**config.mk**
```make
export PLATFORM = sky130hd
export DESIGN_NAME = wordle_game_ctrl
export DESIGN_NICKNAME = d
export VERILOG_FILES = /design/src/rtl/wordle_game_ctrl.sv
export SDC_FILE = /design/constraint.sdc
export NUM_CORES = 1
export LEC_CHECK = 0
export CAP_MARGIN = 20
export CELL_PAD_IN_SITES_DETAIL_PLACEMENT = 0
export CELL_PAD_IN_SITES_GLOBAL_PLACEMENT = 1
export CORE_MARGIN = 3
export CORE_UTILIZATION = 38
export CTS_BUF_LIST = sky130_fd_sc_hd__clkbuf_8
export CTS_CLUSTER_DIAMETER = 60
export DETAILED_ROUTE_END_ITERATION = 6
export HOLD_SLACK_MARGIN = 0.03
export PLACE_DENSITY_LB_ADDON = 0.1
export SYNTH_ARGS = -nofsm -noshare
export SYNTH_HDL_FRONTEND = slang
export SYNTH_SLANG_ARGS = --single-unit
```
**constraint.sdc**
```tcl
create_clock -name clk -period 2.8 [get_ports clk]
set_input_delay 0.28 -clock clk [delete_from_list [all_inputs] [get_ports clk]]
set_output_delay 0.28 -clock clk [all_outputs]
set_load 0.1 [all_outputs]
```
**src/rtl/wordle_game_ctrl.sv**
```systemverilog
// Wordle game sequencer: assembles 5-letter guesses from key pulses, hands them to the
// combinational colour engine, writes scored rows to history and tracks win/lose.
module wordle_game_ctrl #(
  parameter int unsigned MAX_GUESSES = 6,
  parameter int unsigned WORD_LEN    = 5,
  parameter int unsigned LETTER_W    = 5
) (
  input  logic                         clk,
  input  logic                         rst_n,
  input  logic                         new_game,
  input  logic [WORD_LEN*LETTER_W-1:0] answer,
  input  logic                         letter_valid,
  input  logic [LETTER_W-1:0]          letter_code,
  input  logic                         backspace,
  input  logic                         submit,
  output logic [WORD_LEN*LETTER_W-1:0] guess_word,
  output logic [WORD_LEN*LETTER_W-1:0] chosen_word,
  input  logic [WORD_LEN-1:0]          greens_in,
  input  logic [WORD_LEN-1:0]          yellows_in,
  output logic [WORD_LEN*LETTER_W-1:0] cur_word,
  output logic [2:0]                   cur_len,
  output logic [2:0]                   guess_idx,
  output logic                         row_we,
  output logic [2:0]                   row_idx,
  output logic [WORD_LEN*LETTER_W-1:0] row_word,
  output logic [WORD_LEN-1:0]          row_greens,
  output logic [WORD_LEN-1:0]          row_yellows,
  output logic                         reject,
  output logic                         playing,
  output logic                         won,
  output logic                         lost
);
  localparam int unsigned WordW = WORD_LEN * LETTER_W;

  typedef enum logic [2:0] {StIdle, StEntry, StEval, StWrite, StWon, StLost} state_e;

  state_e state_q, state_d;

  logic [WordW-1:0]    cur_word_q, cur_word_d, guess_word_q, guess_word_d;
  logic [WordW-1:0]    chosen_q, chosen_d, row_word_q, row_word_d;
  logic [2:0]          cur_len_q, cur_len_d, guess_idx_q, guess_idx_d, row_idx_q, row_idx_d;
  logic [WORD_LEN-1:0] greens_q, greens_d, yellows_q, yellows_d;
  logic                row_we_q, row_we_d, reject_q, reject_d;
  logic                playing_q, playing_d, won_q, won_d, lost_q, lost_d;
  logic                code_legal, all_green, last_row, any_action;
  logic [2:0]          len_m1;

  assign code_legal = (letter_code != '0) && (letter_code <= LETTER_W'(26));
  assign all_green  = (greens_q == {WORD_LEN{1'b1}});
  assign last_row   = (guess_idx_q == 3'(MAX_GUESSES - 1));
  assign any_action = letter_valid | backspace | submit;
  assign len_m1     = cur_len_q - 3'd1;

  always_ff @(posedge clk or negedge rst_n) begin
    if (!rst_n) state_q <= StIdle;
    else        state_q <= state_d;
  end

  always_comb begin
    state_d = state_q;
    if (new_game) begin
      state_d = StEntry;
    end else begin
      case (state_q)
        StEntry: if (submit && cur_len_q == 3'(WORD_LEN)) state_d = StEval;
        StEval:  state_d = StWrite;
        StWrite: begin
          if (all_green)     state_d = StWon;
          else if (last_row) state_d = StLost;
          else               state_d = StEntry;
        end
        default: state_d = state_q;
      endcase
    end
  end

  always_comb begin
    cur_word_d   = cur_word_q;
    cur_len_d    = cur_len_q;
    guess_word_d = guess_word_q;
    guess_idx_d  = guess_idx_q;
    chosen_d     = chosen_q;
    greens_d     = greens_q;
    yellows_d    = yellows_q;
    row_word_d   = row_word_q;
    row_idx_d    = row_idx_q;
    reject_d     = 1'b0;
    if (new_game) begin
      chosen_d     = answer;
      guess_idx_d  = '0;
      cur_word_d   = '0;
      cur_len_d    = '0;
      guess_word_d = '0;
    end else begin
      case (state_q)
        StEntry: begin
          // One action per cycle; lower-priority pulses in the same cycle are dropped.
          if (submit) begin
            if (cur_len_q == 3'(WORD_LEN)) guess_word_d = cur_word_q;
            else                           reject_d     = 1'b1;
          end else if (backspace) begin
            if (cur_len_q != '0) begin
              for (int i = 0; i < int'(WORD_LEN); i++) begin
                if (len_m1 == i[2:0]) cur_word_d[(int'(WORD_LEN) - 1 - i) * LETTER_W +: LETTER_W] = '0;
              end
              cur_len_d = len_m1;
            end else begin
              reject_d = 1'b1;
            end
          end else if (letter_valid) begin
            if (cur_len_q < 3'(WORD_LEN) && code_legal) begin
              for (int i = 0; i < int'(WORD_LEN); i++) begin
                if (cur_len_q == i[2:0]) begin
                  cur_word_d[(int'(WORD_LEN) - 1 - i) * LETTER_W +: LETTER_W] = letter_code;
                end
              end
              cur_len_d = cur_len_q + 3'd1;
            end else begin
              reject_d = 1'b1;
            end
          end
        end
        StEval: begin
          greens_d   = greens_in;
          yellows_d  = yellows_in;
          row_word_d = guess_word_q;
          row_idx_d  = guess_idx_q;
          reject_d   = any_action;
        end
        StWrite: begin
          reject_d = any_action;
          if (!all_green && !last_row) begin
            guess_idx_d = guess_idx_q + 3'd1;
            cur_word_d  = '0;
            cur_len_d   = '0;
          end
        end
        default: ;
      endcase
    end
    row_we_d  = (state_d == StWrite);
    playing_d = (state_d == StEntry) || (state_d == StEval) || (state_d == StWrite);
    won_d     = (state_d == StWon);
    lost_d    = (state_d == StLost);
  end

  always_ff @(posedge clk or negedge rst_n) begin
    if (!rst_n) begin
      cur_word_q   <= '0;
      cur_len_q    <= '0;
      guess_word_q <= '0;
      guess_idx_q  <= '0;
      chosen_q     <= '0;
      greens_q     <= '0;
      yellows_q    <= '0;
      row_word_q   <= '0;
      row_idx_q    <= '0;
      row_we_q     <= 1'b0;
      reject_q     <= 1'b0;
      playing_q    <= 1'b0;
      won_q        <= 1'b0;
      lost_q       <= 1'b0;
    end else begin
      cur_word_q   <= cur_word_d;
      cur_len_q    <= cur_len_d;
      guess_word_q <= guess_word_d;
      guess_idx_q  <= guess_idx_d;
      chosen_q     <= chosen_d;
      greens_q     <= greens_d;
      yellows_q    <= yellows_d;
      row_word_q   <= row_word_d;
      row_idx_q    <= row_idx_d;
      row_we_q     <= row_we_d;
      reject_q     <= reject_d;
      playing_q    <= playing_d;
      won_q        <= won_d;
      lost_q       <= lost_d;
    end
  end

  assign guess_word  = guess_word_q;
  assign chosen_word = chosen_q;
  assign cur_word    = cur_word_q;
  assign cur_len     = cur_len_q;
  assign guess_idx   = guess_idx_q;
  assign row_we      = row_we_q;
  assign row_idx     = row_idx_q;
  assign row_word    = row_word_q;
  assign row_greens  = greens_q;
  assign row_yellows = yellows_q;
  assign reject      = reject_q;
  assign playing     = playing_q;
  assign won         = won_q;
  assign lost        = lost_q;
endmodule
```
# Yosys cells after proc, flatten, opt, wreduce, memory -nomap -nowiden
# Index checks and enable logic that the tools add are counted.
# totals
register_bits,127
out_inout_bits,124
wordCells,135
# op_classes
reduce_logical,28
bitwise_logic,3
muxes,46
magnitude_cmp,2
n_eq_ne,34
addsub,3
# ops
operator,n
2-to-1 mux 25 bit,11
"inequality test 4 bit, second input constant",13
2-to-1 mux 5 bit,10
one-hot mux 25 bit (2 select lines),1
2-to-1 mux 3 bit,14
AND reduction 8 bit,5
"== test 3 x 2 -> 1 bit, second input constant",8
"== test 3 bit, second input constant",6
"== test 3 x 1 -> 1 bit, second input constant",4
nonzero test 2 bit,5
one-hot mux 3 bit (3 select lines),1
2-to-1 mux 1 bit,7
"adder 3 x 1 -> 3 bit, second input constant",2
logical NOT 3 bit,2
"inequality test 3 bit, second input constant",2
one-hot mux 3 bit (2 select lines),1
AND reduction 6 bit,1
nonzero test 3 bit,2
"== test 5 bit, second input constant",1
"<= comparator 5 bit, second input constant",1
nonzero test 5 bit,1
logical AND 1 bit,4
AND reduction 2 bit,2
"< comparator 3 bit, second input constant",1
other kinds (8),11

# Longest topological paths before layout
# logic_depth
ltp_word,9
mapped_depth,7

# Worst setup path before layout
# OpenSTA, ideal clock, no wires.
# synth_path
path_kind,flip-flop to flip-flop
startpoint,register guess_idx_q[1] (netlist: guess_idx[1])
endpoint,register cur_word_q[10] (netlist: cur_word[10])
arrival_time_ns,2.824
setup_time_ns,0.126
t_required_ns,2.674
path_buffers,0
synth_period_minus_slack_ns,2.950
path_slack_ns,-0.150
stages_incl_launch_ff,8
cell_sequence,dfrtp_1 > inv_1 > ha_1 > and2_1 > a211oi_1 > nor3_2 > a211oi_4 > mux2_2
# synth_via
elab_chain_len,5
# synth_rtl
element,line,source
start: declaration,41,"logic [2:0] cur_len_q, cur_len_d, guess_idx_q, guess_idx_d, row_idx_q, row_idx_d;"
start signal: assignment,167,guess_idx_q <= guess_idx_d;
== test 3 bit,50,assign last_row = (guess_idx_q == 3'(MAX_GUESSES - 1));
logical NOT 1 bit,132,if (!all_green && !last_row) begin
logical AND 1 bit,132,
inequality test 3 bit (no line),-,
AND reduction 8 bit (no line),-,
end signal: assignment,164,cur_word_q <= cur_word_d;
end: declaration,39,"logic [WordW-1:0] cur_word_q, cur_word_d, guess_word_q, guess_word_d;"
# No other way between the ends.
# A chain may end at the register's enable or synchronous reset.

# Worst setup path after layout
# layout_path
startpoint,register cur_len_q[0] (netlist: cur_len[0])
endpoint,register cur_word_q[14] (netlist: cur_word[14])
# layout_via
elab_chain_len,4
# layout_rtl
element,line,source
start: declaration,41,
start signal: assignment,165,cur_len_q <= cur_len_d;
subtractor 3 x 1 -> 3 bit / < comparator 3 bit (equally long branches),"52, 111",
== test 3 x 2 -> 1 bit / logical AND 1 bit (equally long branches),"104, 111",
inequality test 4 bit (no line),-,
AND reduction 8 bit (no line) *,-,
# Every way passes the cells marked *; elsewhere a longest branch is shown, timed or not.

==> impl_results.md <==
* Result of the run: completed
* Worst endpoint data arrival time at 2740 ps
* Setup Viol. Count Final at 0
* Synth Instances at 365
* Synthesized area per cell at 14.4 sq um
* Iteration count of the initial detailed-routing pass at 4
* Netlist Area Pre-Place at 5240 sq um
* Total power draw at 0.00593 W
* Fill cells at 1,218
* Sequential cell area at 3180 sq um
* Layout cell share with drive strength beyond 1 at 48.8%
* Nature of the critical path startpoint: flip-flop
* Worst-case clock skew at 12.7 ps
* Floorplan row count at 42
* Most instantiated flip-flop cell in the synthesis netlist: sky130_fd_sc_hd__dfrtp_1
* Cell type contributing the most total cell area after synthesis: sky130_fd_sc_hd__dfrtp_1
* Relative slew slack at 43.0%
* Power per cell area at 815 nW/um^2
* Top-level I/O count at 170
* Static leakage power at 3.57 nW
* Commonest non-fill, non-tap cell in the layout: sky130_fd_sc_hd__buf_4
* Die boundary width at 123 um
* Launching instance or port of the critical path: cur_len[0]
* Final HPWL from detailed placement at 9200 um
* Sinks on the clock net at 127
* Die H at 123 um
* Critical path start-end classification: reg -> reg
* Global-route wire length before repair at 19,800 um
* Vias in the first global route at 3,555
* Area used by multi-input combinational logic at 1980 sq um
* Root buffer cell: sky130_fd_sc_hd__clkbuf_8
* Launch instance of the worst register-to-register path: cur_len[0]
* Global-route usage over all layers at 17.1%
* Clock transition at the registers of the reported paths at 70 ps
* Layout overhead on the synthesized area at 38.9%
* Commonest cells after routing, fill and taps aside: sky130_fd_sc_hd__buf_4 (135), sky130_fd_sc_hd__dfrtp_1 (123), sky130_fd_sc_hd__mux2_2 (89)
* Dominant cells by area after synthesis: sky130_fd_sc_hd__dfrtp_1 (61%), sky130_fd_sc_hd__mux2_2 (19%), sky130_fd_sc_hd__a22o_1 (4.2%), sky130_fd_sc_hd__ha_1 (2.4%), sky130_fd_sc_hd__nor3_4 (1.2%)
* Max Root-Sink Buffers at 2
* Routed WL at 12,600 um
* Area of the placeable core at 13,300 sq um
* Worst Hold Margin at 145 ps
* Worst endpoint required time at 3110 ps
* RD Place Congestion at 0.790
* Input/output buffers at 169
* DIE AREA at 15,200 sq um
* Final Net Count at 604
* Number of DRC markers after the initial detailed-route iteration at 154
* Vias/cell at 4.91
* Initial core utilization at 39.2%
* Unrepaired setup endpoints after global routing: false
* Total overflow reported by the global router at 0
* Initial antenna violation count at 0
* Total negative slack at 0 ps
* Number of maximum-capacitance constraint violations at 0
* Final routed DRC violation total at 0
* Number of pins with negative max-slew slack in the final report at 0
* Class of the most critical hold timing path: in -> reg
* Overall via count from detail_route at 3,621
* Detail Route Antenna Nets at 0
* Final Hold Violating Endpoints at 0
* Async S/R FF share, synth at 100%
* Inserted Clock Buffers at 17
* Actual slew at the worst max-slew pin at 855 ps
* Pin count of the biggest net entering global routing at 95
* Routed wirelength normalized by instance count at 17.1 um
* Fmax achieved at 411 MHz
* Final worst path period need at 2430 ps
* Share of the yosys chip area belonging to registers at 60.7%
* Synth warnings at 0
* Maximum fanout encountered on the critical timing path at 9
* Number of nets in the synthesized netlist at 421
* Number of antenna repair diodes at 0
* Number of synthesized flops with an enable pin at 0
* Area fraction of the dominant cell type after synthesis at 60.7%
* Maximum VDD drop at 0.389 mV
* Period utilisation layout at 86.8%
* Number of different library cells in the post-synthesis netlist at 43
* Insertion delay of the later-clocked pin in the worst-skew pair at 430 ps
* # H-tree levels at 4
* TritonCTS clock tree: yes
* Min-delay src: new_game
* Number of buffers added for setup after CTS at 0
* Synthesized flop and latch total at 127
* Type of destination of the critical path: flip-flop
cells in the mapped netlist, types with 2 or more instances:
library cell               instances
sky130_fd_sc_hd__ha_1             10
sky130_fd_sc_hd__a21o_1            2
sky130_fd_sc_hd__nand2b_1          7
sky130_fd_sc_hd__nor2_1           13
sky130_fd_sc_hd__inv_1             5
sky130_fd_sc_hd__nor3_1            5
sky130_fd_sc_hd__dfrtp_1         127
sky130_fd_sc_hd__mux2_2           89
sky130_fd_sc_hd__buf_2             4
sky130_fd_sc_hd__a211oi_1          3
sky130_fd_sc_hd__a22o_1           25
sky130_fd_sc_hd__nor2b_1           3
sky130_fd_sc_hd__nand3b_1          2
sky130_fd_sc_hd__nand3_1           3
sky130_fd_sc_hd__nand2_1           7
sky130_fd_sc_hd__and2_1            5
sky130_fd_sc_hd__nor3_4            4
sky130_fd_sc_hd__a31oi_1           4
sky130_fd_sc_hd__a21oi_1           6
sky130_fd_sc_hd__o21ai_0           3
sky130_fd_sc_hd__buf_1             6
sky130_fd_sc_hd__o41ai_1           2
sky130_fd_sc_hd__clkbuf_1          8
sky130_fd_sc_hd__xnor2_1           3
logic make-up (layout without fill, tap and decap cells):
group / count (synthesis) / after routing / share of synthesized area [%]
XOR/XNOR: 4 / 4 / 0.669
flip-flops: 127 / 127 / 60.7
multiplexers: 90 / 90 / 19.3
AND/OR/NAND/NOR: 59 / 59 / 6.93
AO/OA/AOI/OAI: 52 / 52 / 8.26
buffers and inverters: 23 / 219 / 1.74
adder cells (fa/ha/maj): 10 / 10 / 2.39
area by class of cell:
class | count | share of cell area, %
clock buffers | 20 | 3.78
clock inverters | 12 | 1.62
inverters | 5 | 0.258
multi-input cells | 215 | 27.2
flip-flops and latches | 127 | 43.7
well taps | 176 | 3.03
repair buffers | 182 | 20.4
stage by stage:
| stage | worst slack, ps | std cells | utilization, % | area (sq um) |
|---|---|---|---|---|
| final | 369 | 737 | 54.5 | 7280 |
| after global routing | 219 | 737 | 54.5 | 7280 |
| after CTS | 178 | 736 | 54.4 | 7260 |
| after detailed placement | 189 | 703 | 51.4 | 6860 |
| after global placement | 243 | 703 | 51.4 | 6860 |
| after floorplan | 19.5 | 365 | - | 5240 |
flip-flops by register name, summed over array words and instances (netlist names), 3 cells and up:
name / flops
chosen_word: 25
cur_word: 25
guess_word: 25
row_word: 25
row_greens: 5
row_yellows: 5
cur_len: 3
guess_idx: 3
row_idx: 3
state_q: 3
worst paths after layout:
check                                 end  slack (ps)  cells past startpoint
min reg2reg                   row_word[9]         510                      1
min in group asynchronous  chosen_word[7]         500                      2
max                          cur_word[14]         370                      8
min                                reject         140                      2
max in group asynchronous     row_word[9]        1490                      3
max reg2reg                  cur_word[14]         370                      8
report_power, final:
group          switching, W  internal [W]  total (W)
Sequential         0.000158       0.00200    0.00216
Combinational       0.00166      0.000571    0.00223
Clock              0.000691      0.000851    0.00154
worst max-delay path, stage by stage (launching register included):
cell	delay, ps
sky130_fd_sc_hd__dfrtp_2	450
sky130_fd_sc_hd__inv_1	100
sky130_fd_sc_hd__ha_1	240
sky130_fd_sc_hd__and3b_1	210
sky130_fd_sc_hd__nor4_1	250
sky130_fd_sc_hd__nor3_2	140
sky130_fd_sc_hd__buf_6	180
sky130_fd_sc_hd__a211oi_4	340
sky130_fd_sc_hd__mux2_2	380
routing by layer:
metal | vias to the layer above | wire length (um) | global-route usage [%]
li1 | 1692 | - | -
met3 | 11 | 946 | 5.44
met1 | 1791 | 5510 | 22.6
met4 | 0 | 144 | 6.30
met5 | - | 0 | 0
met2 | 127 | 6020 | 26.5
repair_timing:
action | 4_1_cts | 5_1_grt
endpoints found under the setup margin | 0 | 0
resized for setup | 0 | 0
endpoints found under the hold margin | 92 | 0
hold buffers | 1 | 0
No activity file was read; power rests on OpenSTA's default activity.
==> variant 1, RTL diff (same settings) <==
Make the reset (`rst_n`) synchronous in 2 clocked blocks.
--- a/src/rtl/wordle_game_ctrl.sv
+++ b/src/rtl/wordle_game_ctrl.sv
@@ -53,3 +53,3 @@
 
-  always_ff @(posedge clk or negedge rst_n) begin
+  always_ff @(posedge clk) begin
     if (!rst_n) state_q <= StIdle;
@@ -146,3 +146,3 @@
 
-  always_ff @(posedge clk or negedge rst_n) begin
+  always_ff @(posedge clk) begin
     if (!rst_n) begin
Function: differs if rst_n is asserted again (counterexample within 4 cycles, from zero or initial values and one cycle with rst_n low); with rst_n held inactive, the same outputs for 4 cycles.
==> variant 1 against the unedited design <==
Synthesized area fell by 0.91%; non-clock buffer count fell by 2; sequential cell count did not move; count of clock-buffer cells in the layout rose by 2; highest routed layer unchanged; wire length rose by 12%; maximum frequency rose by 10%; die area fell by 0.87%; critical path depth fell by 2; synthesized cell count rose by 56%; cell area fell by 1.6%; clock skew rose by 0.0012 ns; worst setup slack improved by 0.23 ns; largest cell class unchanged.
Power is not compared: it rests on default switching activity, and its combinational part moved more than twofold at a synthesized area within 25%.
==> variant 1: results (changes against the unedited design) <==
fillers: 1268  # +4.1%
grt_pass1_wl_mm: 22.07  # +11%
synth_flop_cell: "dfxtp_1"
dp.cells: 890  # +27%
hold_end: "row_word[3]"
reg2reg_slack_ns: 0.60  # +0.23 ns
synth_area_leaders: "dfxtp_1, nand2_1, mux2i_1"
r2r_start: "cur_len[0]"
rr_endpoint: "cur_word[5]"
grt_pass1_vias: 4233  # +19%
max_freq_ghz: 0.4539  # +10%
final_area_sq_um: 7157  # -1.6%
placed_area_sq_um: 6714  # -2.2%
slew_headroom: 0.5774  # +0.1476
vias: 4459  # +23%
yosysMostFrequentCell: "nand2_1"
final_cells: 921  # +25%
drt_iter0_markers: 215  # +40%
grt_usage: 0.1889  # +0.01774
reg2reg_depth: 6  # -2
status: "completed"
place.gp.congestion: 0.8514  # +7.7%
min_from: "rst_n"
wl_per_cell_microns: 15.29  # -11%
cp_max_fo: 8  # -1
yosys-top-cells-count: "nand2_1, dfxtp_1, mux2i_1"
## variant 1: power groups by stage
stage	clock, mW	combinational [mW]	sequential (mW)
after global routing	1.86	0.467	1.85
after CTS	1.79	0.446	1.85
final	1.75	0.443	1.85
after floorplan	0	0.131	2.06
after global placement	0	0.442	1.89
after detailed placement	0	0.446	1.89
## variant 1: per-layer routing
layer  wire (microns)  part of all wire  GRT usage  vias up
met2             6731              0.48     0.3047      138
met3              956             0.068    0.05484       18
met4              190             0.013    0.05738        0
met5                0                 0          0        -
li1                 -                 -          -     2220
met1             6206              0.44     0.2445     2083
## variant 1: layout make-up
class | count | area share
clock buffer | 22 | 0.04231
clock inverter | 9 | 0.01958
inverter | 12 | 0.006294
multi-input combinational | 395 | 0.3427
sequential | 127 | 0.3552
tap | 176 | 0.03077
timing repair buffer | 180 | 0.2031
## variant 1: kinds of logic after synthesis
kind of cell    Yosys count  synth area share
flops                   127            0.4898
mux                      51           0.09834
simple gates            229            0.2037
fa+ha+maj                10           0.02410
buf+inv                  47           0.03977
compound gates          101            0.1376
xor+xnor                  4          0.006750
## variant 1: worst max path at each step
stage,from,to,slack [ns]
final,cur_len[0],cur_word[5],0.60
after global routing,cur_len[0],cur_word[12],0.40
after CTS,cur_len[0],cur_word[5],0.60
after detailed placement,letter_code[4],cur_word[7],0.38
after global placement,letter_code[4],cur_word[13],0.40
after floorplan,cur_len[0],cur_word[0],0.21
## variant 1: critical path, stage by stage (launching register included)
cell,delay (ns)
dfxtp_1,0.50
inv_1,0.17
ha_1,0.29
a211oi_2,0.28
o21ai_2,0.23
nor3_4,0.39
mux2i_1,0.24
==> variant 2, RTL diff (config.mk and constraints unchanged) <==
Without the edit above. Set the parameter `LETTER_W` to 10 (it was 5).
--- a/src/rtl/wordle_game_ctrl.sv
+++ b/src/rtl/wordle_game_ctrl.sv
@@ -5,3 +5,3 @@
   parameter int unsigned WORD_LEN    = 5,
-  parameter int unsigned LETTER_W    = 5
+  parameter int unsigned LETTER_W    = 10
 ) (
Interface: changed (6 resized); port bits go from 170 to 300. No check against the original RTL was run, so the function may have changed too.
==> variant 2 against the unedited design <==
Synthesized area increased by 70%; sequential cell count increased by 100; cell area increased by 72%; clock skew increased by 0.017 ns; utilization increased by 0.30 points; wire length increased by 83%; power increased by 57%; worst setup slack improved by 0.14 ns; critical path type unchanged; critical endpoint is now cur_word[11].
==> variant 2: results (changes against the unedited design) <==
slew_headroom: 0.5310  # +0.1012
reg2reg_slack_ns: 0.51  # +0.14 ns
dr_wl_met2_mm: 11.05  # +84%
dr_wl_met3_mm: 1.578  # +67%
insertion_delay_ns: 0.52  # +0.09 ns
use_met2: 0.2918  # +0.02647
crit_arrival_ns: 2.69  # -0.05 ns
grt_max_degree: 89  # -6.3%
critPathKind: "flip-flop to flip-flop"
synth_cell_type_count: 47  # +9.3%
ys_seq_area_frac: 0.6389  # +0.03226
nNetsFinal: 989  # +64%
pwr-share-seq: 0.396  # +0.032
placed_area_sq_um: 11740  # +71%
htreeDepth: 2  # -2
fin_hold_ws_ns: 0.2248  # +0.07994 ns
cpLargestDelayFamily: "flip-flops"
r2r_start: "cur_len[0]"
p_sw_mw: 3.483  # +39%
io_buffers: 299  # +77%
p_int_mw: 5.852  # +71%
avgSynthCellArea_sq_um: 15.46  # +7.7%
drive_above_1_share: 0.4822  # -0.006251
synth_warnings: 0  # unchanged
cp_max_fo: 10  # +1
max_stage_delay_ns: 0.54  # +0.09 ns
grt_antenna_before_repair: 1  # +1
reg2reg_depth: 7  # -1
skew_ns: 0.02994  # +0.01724 ns
leakagePower_nw: 6.313  # +77%
grt_pass1_vias: 6338  # +78%
rr_endpoint: "cur_word[11]"
vias_per_cell: 4.780  # -2.7%
wl_per_cell_microns: 18.62  # +8.7%
cts_buffer_depth: 3  # +1
synth_area_leaders: "dfrtp_1, mux2_2, a22o_1"
met1_usage: 0.2332  # +0.007540
irDropWorstVdd_v: 0.0003922  # +0.76%
syn-num-nets: 661  # +57%
cts_root_buf: "clkbuf_8"
vias: 5922  # +64%
met3_usage: 0.05515  # +0.0007136
numCtsBuffers: 40  # +23
wl_met1_mm: 10.05  # +83%
power_clock_mw: 2.93  # +90%
async_flop_share: 1.000  # unchanged
drt_first_pass_iters: 4  # unchanged
clk_pin_slew_worst_paths_ns: 0.06
status: "completed"
grt_pass1_wl_mm: 36.52  # +84%
grt_usage: 0.1787  # +0.007621
place.gp.congestion: 0.7403  # -6.3%
crit_slowest_cell: "dfrtp_1"
dp.cells: 1173  # +67%
yosys-top-cells-count: "dfrtp_1, mux2_2, a22o_1"
drt_iter0_markers: 246  # +60%
hpwl_mm: 16.70  # +81%
## variant 2: timing repair
action,4_1_cts,5_1_grt
hold buffers,1,0
setup endpoints to repair,0,0
resized for setup,0,0
hold endpoints to repair,83,0
## variant 2: per-stage QoR
step,util,worst slack [ns]
2_1_floorplan,-,0.1040
6_report,0.5481,0.5110
3_3_place_gp,0.5139,0.4078
4_1_cts,0.5480,0.4892
5_1_grt,0.5481,0.3488
3_5_place_dp,0.5139,0.3529
## variant 2: cell families after synthesis
logic type / synth area share
buffers and inverters: 0.01942
multiplexers: 0.1901
AO/OA/AOI/OAI: 0.06994
adder cells (fa/ha/maj): 0.01407
AND/OR/NAND/NOR: 0.06276
XOR/XNOR: 0.004786
flip-flops: 0.6389
## variant 2: final cells by class
type / count / area [sq um]
fillers: 1927 / 10320
flip-flops and latches: 227 / 5680
multi-input cells: 311 / 3052
repair buffers: 313 / 2590
clock buffers: 49 / 674.4
well taps: 313 / 391.6
clock inverters: 15 / 93.84
inverters: 10 / 37.54
diodes: 1 / 2.502
